<file path="src/rtl/pipe_ctrl_pkg.sv">
// Shared stall encodings, address types and stall-vector patterns for pipe_ctrl.
`timescale 1ns/1ps
package pipe_ctrl_pkg;
    typedef logic [1:0] StallBus;
    localparam StallBus Pass = 2'b00;
    localparam StallBus Hold = 2'b01;
    localparam StallBus Bubb = 2'b10;

    localparam int INST_ADDR_W = 32;
    typedef logic [INST_ADDR_W-1:0] InstAddrBus;
    localparam InstAddrBus ZeroWord = '0;

    typedef enum logic {RUN = 1'b0, PEND = 1'b1} state_e;

    typedef struct packed {
        StallBus pc;
        StallBus if_id;
        StallBus id_ex;
        StallBus ex_mem;
        StallBus mem_wb;
    } stall_vec_t;

    // Canonical stall patterns, one per scheduler decision
    localparam stall_vec_t SV_ALL_PASS = '{Pass, Pass, Pass, Pass, Pass};
    localparam stall_vec_t SV_ALL_BUBB = '{Bubb, Bubb, Bubb, Bubb, Bubb};
    localparam stall_vec_t SV_MEM_HOLD = '{Hold, Hold, Hold, Hold, Bubb};
    localparam stall_vec_t SV_REDIRECT = '{Pass, Bubb, Bubb, Pass, Pass};
    localparam stall_vec_t SV_LOAD_USE = '{Hold, Hold, Bubb, Pass, Pass};
    localparam stall_vec_t SV_FETCH    = '{Hold, Bubb, Pass, Pass, Pass};
endpackage

</file>
<file path="src/rtl/pipe_ctrl_perf.sv">
// Stall-cycle and redirect counters for pipe_ctrl; wrap at 2^CNT_W, cleared by rst.
`timescale 1ns/1ps
module pipe_ctrl_perf #(
    parameter int CNT_W = 32
) (
    input  logic             clk,
    input  logic             rst,
    input  logic             stall_i,
    input  logic             flush_i,
    output logic [CNT_W-1:0] stall_cnt_o,
    output logic [CNT_W-1:0] flush_cnt_o
);
    logic [CNT_W-1:0] stall_cnt_q, stall_cnt_d;
    logic [CNT_W-1:0] flush_cnt_q, flush_cnt_d;

    always_comb begin
        stall_cnt_d = stall_cnt_q + CNT_W'(stall_i);
        flush_cnt_d = flush_cnt_q + CNT_W'(flush_i);
    end

    always_ff @(posedge clk or posedge rst) begin
        if (rst) begin
            stall_cnt_q <= '0;
            flush_cnt_q <= '0;
        end else begin
            stall_cnt_q <= stall_cnt_d;
            flush_cnt_q <= flush_cnt_d;
        end
    end

    assign stall_cnt_o = stall_cnt_q;
    assign flush_cnt_o = flush_cnt_q;
endmodule

</file>
<file path="src/rtl/pipe_ctrl.sv">
// Stall/flush scheduler for the 5-stage pipeline; holds a redirect raised during a MEM stall.
// Optional perf counters are built when PIPE_CTRL_PERF_EN is defined.
`timescale 1ns/1ps
module pipe_ctrl
    import pipe_ctrl_pkg::*;
#(
    parameter int ADDR_W = 32,
    parameter int CNT_W  = 32
) (
    input  logic              clk,
    input  logic              rst,
    input  logic              req_if,
    input  logic              req_id,
    input  logic              req_mem,
    input  logic              branch_error_i,
    input  logic [ADDR_W-1:0] branch_npc_i,
    output logic [1:0]        stall_pc,
    output logic [1:0]        stall_if_id,
    output logic [1:0]        stall_id_ex,
    output logic [1:0]        stall_ex_mem,
    output logic [1:0]        stall_mem_wb,
    output logic              branch_error_o,
    output logic [ADDR_W-1:0] branch_npc_o,
    output logic [CNT_W-1:0]  perf_stall_cnt,
    output logic [CNT_W-1:0]  perf_flush_cnt
);
    state_e            state_q, state_d;
    logic [ADDR_W-1:0] npc_q, npc_d;
    stall_vec_t        sv;

    always_comb begin
        sv             = SV_ALL_PASS;
        branch_error_o = 1'b0;
        branch_npc_o   = '0;
        state_d        = state_q;
        npc_d          = npc_q;
        if (rst) begin
            sv = SV_ALL_BUBB;
        end else begin
            unique case (state_q)
                RUN: begin
                    if (req_mem) begin
                        sv = SV_MEM_HOLD;
                        // EX is frozen, so the redirect waits until MEM drains
                        if (branch_error_i) begin
                            npc_d   = branch_npc_i;
                            state_d = PEND;
                        end
                    end else if (branch_error_i) begin
                        sv             = SV_REDIRECT;
                        branch_error_o = 1'b1;
                        branch_npc_o   = branch_npc_i;
                    end else if (req_id) begin
                        sv = SV_LOAD_USE;
                    end else if (req_if) begin
                        sv = SV_FETCH;
                    end
                end
                PEND: begin
                    // The held EX instruction may re-raise branch_error_i; ignore it
                    if (req_mem) begin
                        sv = SV_MEM_HOLD;
                    end else begin
                        sv             = SV_REDIRECT;
                        branch_error_o = 1'b1;
                        branch_npc_o   = npc_q;
                        state_d        = RUN;
                        npc_d          = '0;
                    end
                end
                default: state_d = RUN;
            endcase
        end
    end

    always_ff @(posedge clk or posedge rst) begin
        if (rst) begin
            state_q <= RUN;
            npc_q   <= '0;
        end else begin
            state_q <= state_d;
            npc_q   <= npc_d;
        end
    end

    assign stall_pc     = sv.pc;
    assign stall_if_id  = sv.if_id;
    assign stall_id_ex  = sv.id_ex;
    assign stall_ex_mem = sv.ex_mem;
    assign stall_mem_wb = sv.mem_wb;

`ifdef PIPE_CTRL_PERF_EN
    pipe_ctrl_perf #(.CNT_W(CNT_W)) u_perf (
        .clk         (clk),
        .rst         (rst),
        .stall_i     (sv.pc != Pass),
        .flush_i     (branch_error_o),
        .stall_cnt_o (perf_stall_cnt),
        .flush_cnt_o (perf_flush_cnt)
    );
`else
    assign perf_stall_cnt = '0;
    assign perf_flush_cnt = '0;
`endif
endmodule

</file>
<file path="config.mk">
export PLATFORM = sky130hd
export DESIGN_NAME = pipe_ctrl
export DESIGN_NICKNAME = d
export VERILOG_FILES = /design/src/rtl/pipe_ctrl_pkg.sv /design/src/rtl/pipe_ctrl_perf.sv /design/src/rtl/pipe_ctrl.sv
export SDC_FILE = /design/constraint.sdc
export NUM_CORES = 1
export LEC_CHECK = 0
export CAP_MARGIN = 20
export CORE_MARGIN = 3
export CORE_UTILIZATION = 35
export CTS_BUF_LIST = sky130_fd_sc_hd__clkbuf_8
export DETAILED_ROUTE_END_ITERATION = 12
export GPL_TIMING_DRIVEN = 1
export PLACE_DENSITY = 0.84
export SYNTH_ARGS = -nofsm -noshare
export SYNTH_HDL_FRONTEND = slang
export SYNTH_SLANG_ARGS = --single-unit
</file>
<file path="constraint.sdc">
create_clock -name clk -period 6.1 [get_ports clk]
set_clock_uncertainty 0.2 [all_clocks]
set_input_delay 1.83 -clock clk [delete_from_list [all_inputs] [get_ports clk]]
set_output_delay 1.83 -clock clk [all_outputs]
set_load 0.01 [all_outputs]
</file>
==> qor.yml <==
floorplanning:
  pin_count: 145
  rows: 30
  start_util: 0.365
  dieArea_um2: 8260
  die_x_um: 90.9
  core_area_um2: 6910
  fp.dieH_um: 90.9
critical_path:
  slowest_stage: "clkdlybuf4s50_1"
  criticalPathCategory: "in -> out"
  end_kind: "output port"
  reg2reg_slack_ns: 4.24
  crit_arrival_ns: 3.65
  endpoint: "branch_npc_o[2]"
  path_max_fanout: 22
  crit_path_frequent_cell: "clkdlybuf4s50_1"
  rr_worst_depth: 4
  max_stage_delay_ns: 0.57
  startpoint: "branch_error_i"
  critical_path.cell_chain: "clkdlybuf4s50_1 -> nor2b_2 -> buf_4 -> a22oi_1 -> nor2_1 -> clkdlybuf4s50_1"
  start_kind: "input port"
  timing.rr.end: "npc_q[8]$_DFFE_PP0P_"
  r2r_start: "state_q$_DFFE_PP0N_"
  cp.required_ns: 4.07
placement:
  numPortBuffers: 79
  dp_hpwl_mm: 4.14
  place_ws_ns: 0.409
  gp_congestion: 0.713
min_path:
  hp-class: "reg -> reg"
  worstHoldStart: "npc_q[25]$_DFFE_PP0P_"
  holdPathStages: 1
detailed_routing:
  maxUsedRoutingLayer: "met4"
  drt_iter0_markers: 94
  vias: 2135
  wl_met3_um: 467
  routed_wl_mm: 5.82
  wl_met2_mm: 2.82
  vias_per_cell: 4.87
  wl_met1_mm: 2.49
  route.detailed.wl_per_inst_um: 13.3
  drc: 0
  ant_nets: 0
  firstDrtPassIters: 4
sta:
  setup_tns_ns: 0
  timing.final.hold_violations: 0
  finalCriticalPeriod_ns: 5.68
  finalSetupViolCount: 0
  clock.fmax_ghz: 0.176
  fin_ws_ns: 0.422
  drv_slew: 0
  fin_crit_sh: 0.931
  rsz0062_at_grt: "false"
final_layout:
  seq_area_um2: 827
  num-nets-final: 380
  drive_gt1_frac: 0.0731
  fillers: 682
  multi_input_area_um2: 1250
  antennaDiodeCount: 0
  final_core_util: 0.460
  syn_to_final_growth_pct: 26.1
grt:
  overflow: 0
  grt_max_degree: 46
  grt_use_total: 0.139
  grt_pass1_vias: 1937
  antenna_found_initial: 0
  grt_first_pass_wirelength_mm: 9.63
logic_synthesis:
  yosys.area.top_type: "dfrtp_1"
  synthMostInstantiatedCell: "buf_4"
  synth_seq_cells: 33
  syn_inst: 275
  synth_area_leaders: "dfrtp_1, buf_4, a22oi_1"
  netlist.area_leader.share: 0.328
  synth_edf_count: 0
  yosys_warnings: 0
  syn_avg_cell_area_um2: 9.17
  synth_commonest_cells: "buf_4, a22oi_1, nor2_1"
  async_flop_share: 1.00
  synth_cell_types: 20
  ys_seq_area_frac: 0.328
  synthFlopType: "dfrtp_1"
  syn-cell-area_um2: 2520
flow_run:
  maxCapViolations: 0
clocking:
  clkTransAtPathRegs_ns: 0.06
  cts_setup_buffers: 0
  cts.sinks: 33
  root_buffer: "clkbuf_8"
  cts_buffers: 5
  insertion_delay_ns: 0.27
  cts.repair.resized: 0
  cts_max_path_buffers: 2
  ctsHtreeMaxLevel: 2
  cts_tree: "built"
  hold_buffers: 0
power_and_ir_drop:
  p_leak_nw: 1.28
  p_per_area_nw_per_um2: 232
  ir_drop_uv: 128
status:
  status: "finished, final reports clean"
==> worst min path at each step <==
| stage | end | slack [ns] |
|---|---|---|
| 2_1_floorplan | npc_q[14]$_DFFE_PP0P_ | 0.28 |
| 3_3_place_gp | npc_q[27]$_DFFE_PP0P_ | 0.29 |
| 3_5_place_dp | npc_q[23]$_DFFE_PP0P_ | 0.30 |
| 4_1_cts | npc_q[5]$_DFFE_PP0P_ | 0.32 |
| 5_1_grt | npc_q[1]$_DFFE_PP0P_ | 0.34 |
| 6_report | npc_q[25]$_DFFE_PP0P_ | 0.32 |
==> per-stage QoR <==
step	hold slack [ns]	cell area (µm²)	total power, mW	instances
finish	0.317	3180	0.737	438
global route	0.341	3180	0.790	438
CTS	0.318	3150	0.740	437
detailed placement	0.300	3060	0.577	430
global placement	0.295	3060	0.568	430
floorplan	0.278	2760	0.523	339
==> per-layer routing <==
metal | vias to the layer above | GRT usage
met2 | 102 | 0.235
li1 | 1001 | -
met4 | 0 | 0.0364
met5 | - | 0
met1 | 1028 | 0.176
met3 | 4 | 0.0383
==> where the power goes <==
part / internal, mW / switching, mW
Combinational: 0.131 / 0.115
Clock: 0.0877 / 0.0712
Sequential: 0.276 / 0.0554
Total: 0.495 / 0.242
==> cells by family after synthesis <==
kind of cell / after synthesis / synth area share
compound gates: 105 / 0.332
buf+inv: 95 / 0.271
flops: 33 / 0.328
other cells: 1 / 0.00149
simple gates: 41 / 0.0685
==> registers in the layout, summed over array words and instances (netlist names) <==
name and flops:
npc_q 32, state_q 1
==> worst max-delay path: cells and delay by family <==
kind | cells | cell delay [ns]
buffers and inverters | 3 | 1.38
AND/OR/NAND/NOR | 2 | 0.32
AO/OA/AOI/OAI | 1 | 0.10
==> cell usage in the layout, fill, tap and decap left out, drive strengths merged <==
cell            n
nor3b           1
nor3            1
clkbuf          6
nand2           2
clkdlybuf4s50  79
a21o            1
nor2           36
dfrtp          33
a22oi          64
o2bb2ai        32
a21oi           4
o21ai           3
a21boi          1
conb           65
nor2b           1
inv             4
buf             9
==> cell type report <==
type / instances / area share
Tap cell: 96 / 0.0378
Clock inverter: 1 / 0.00118
Timing Repair Buffer: 88 / 0.276
Sequential cell: 33 / 0.260
Inverter: 3 / 0.00354
Multi-Input combinational cell: 211 / 0.395
Clock buffer: 6 / 0.0260
(Power assumes the default switching activity.)
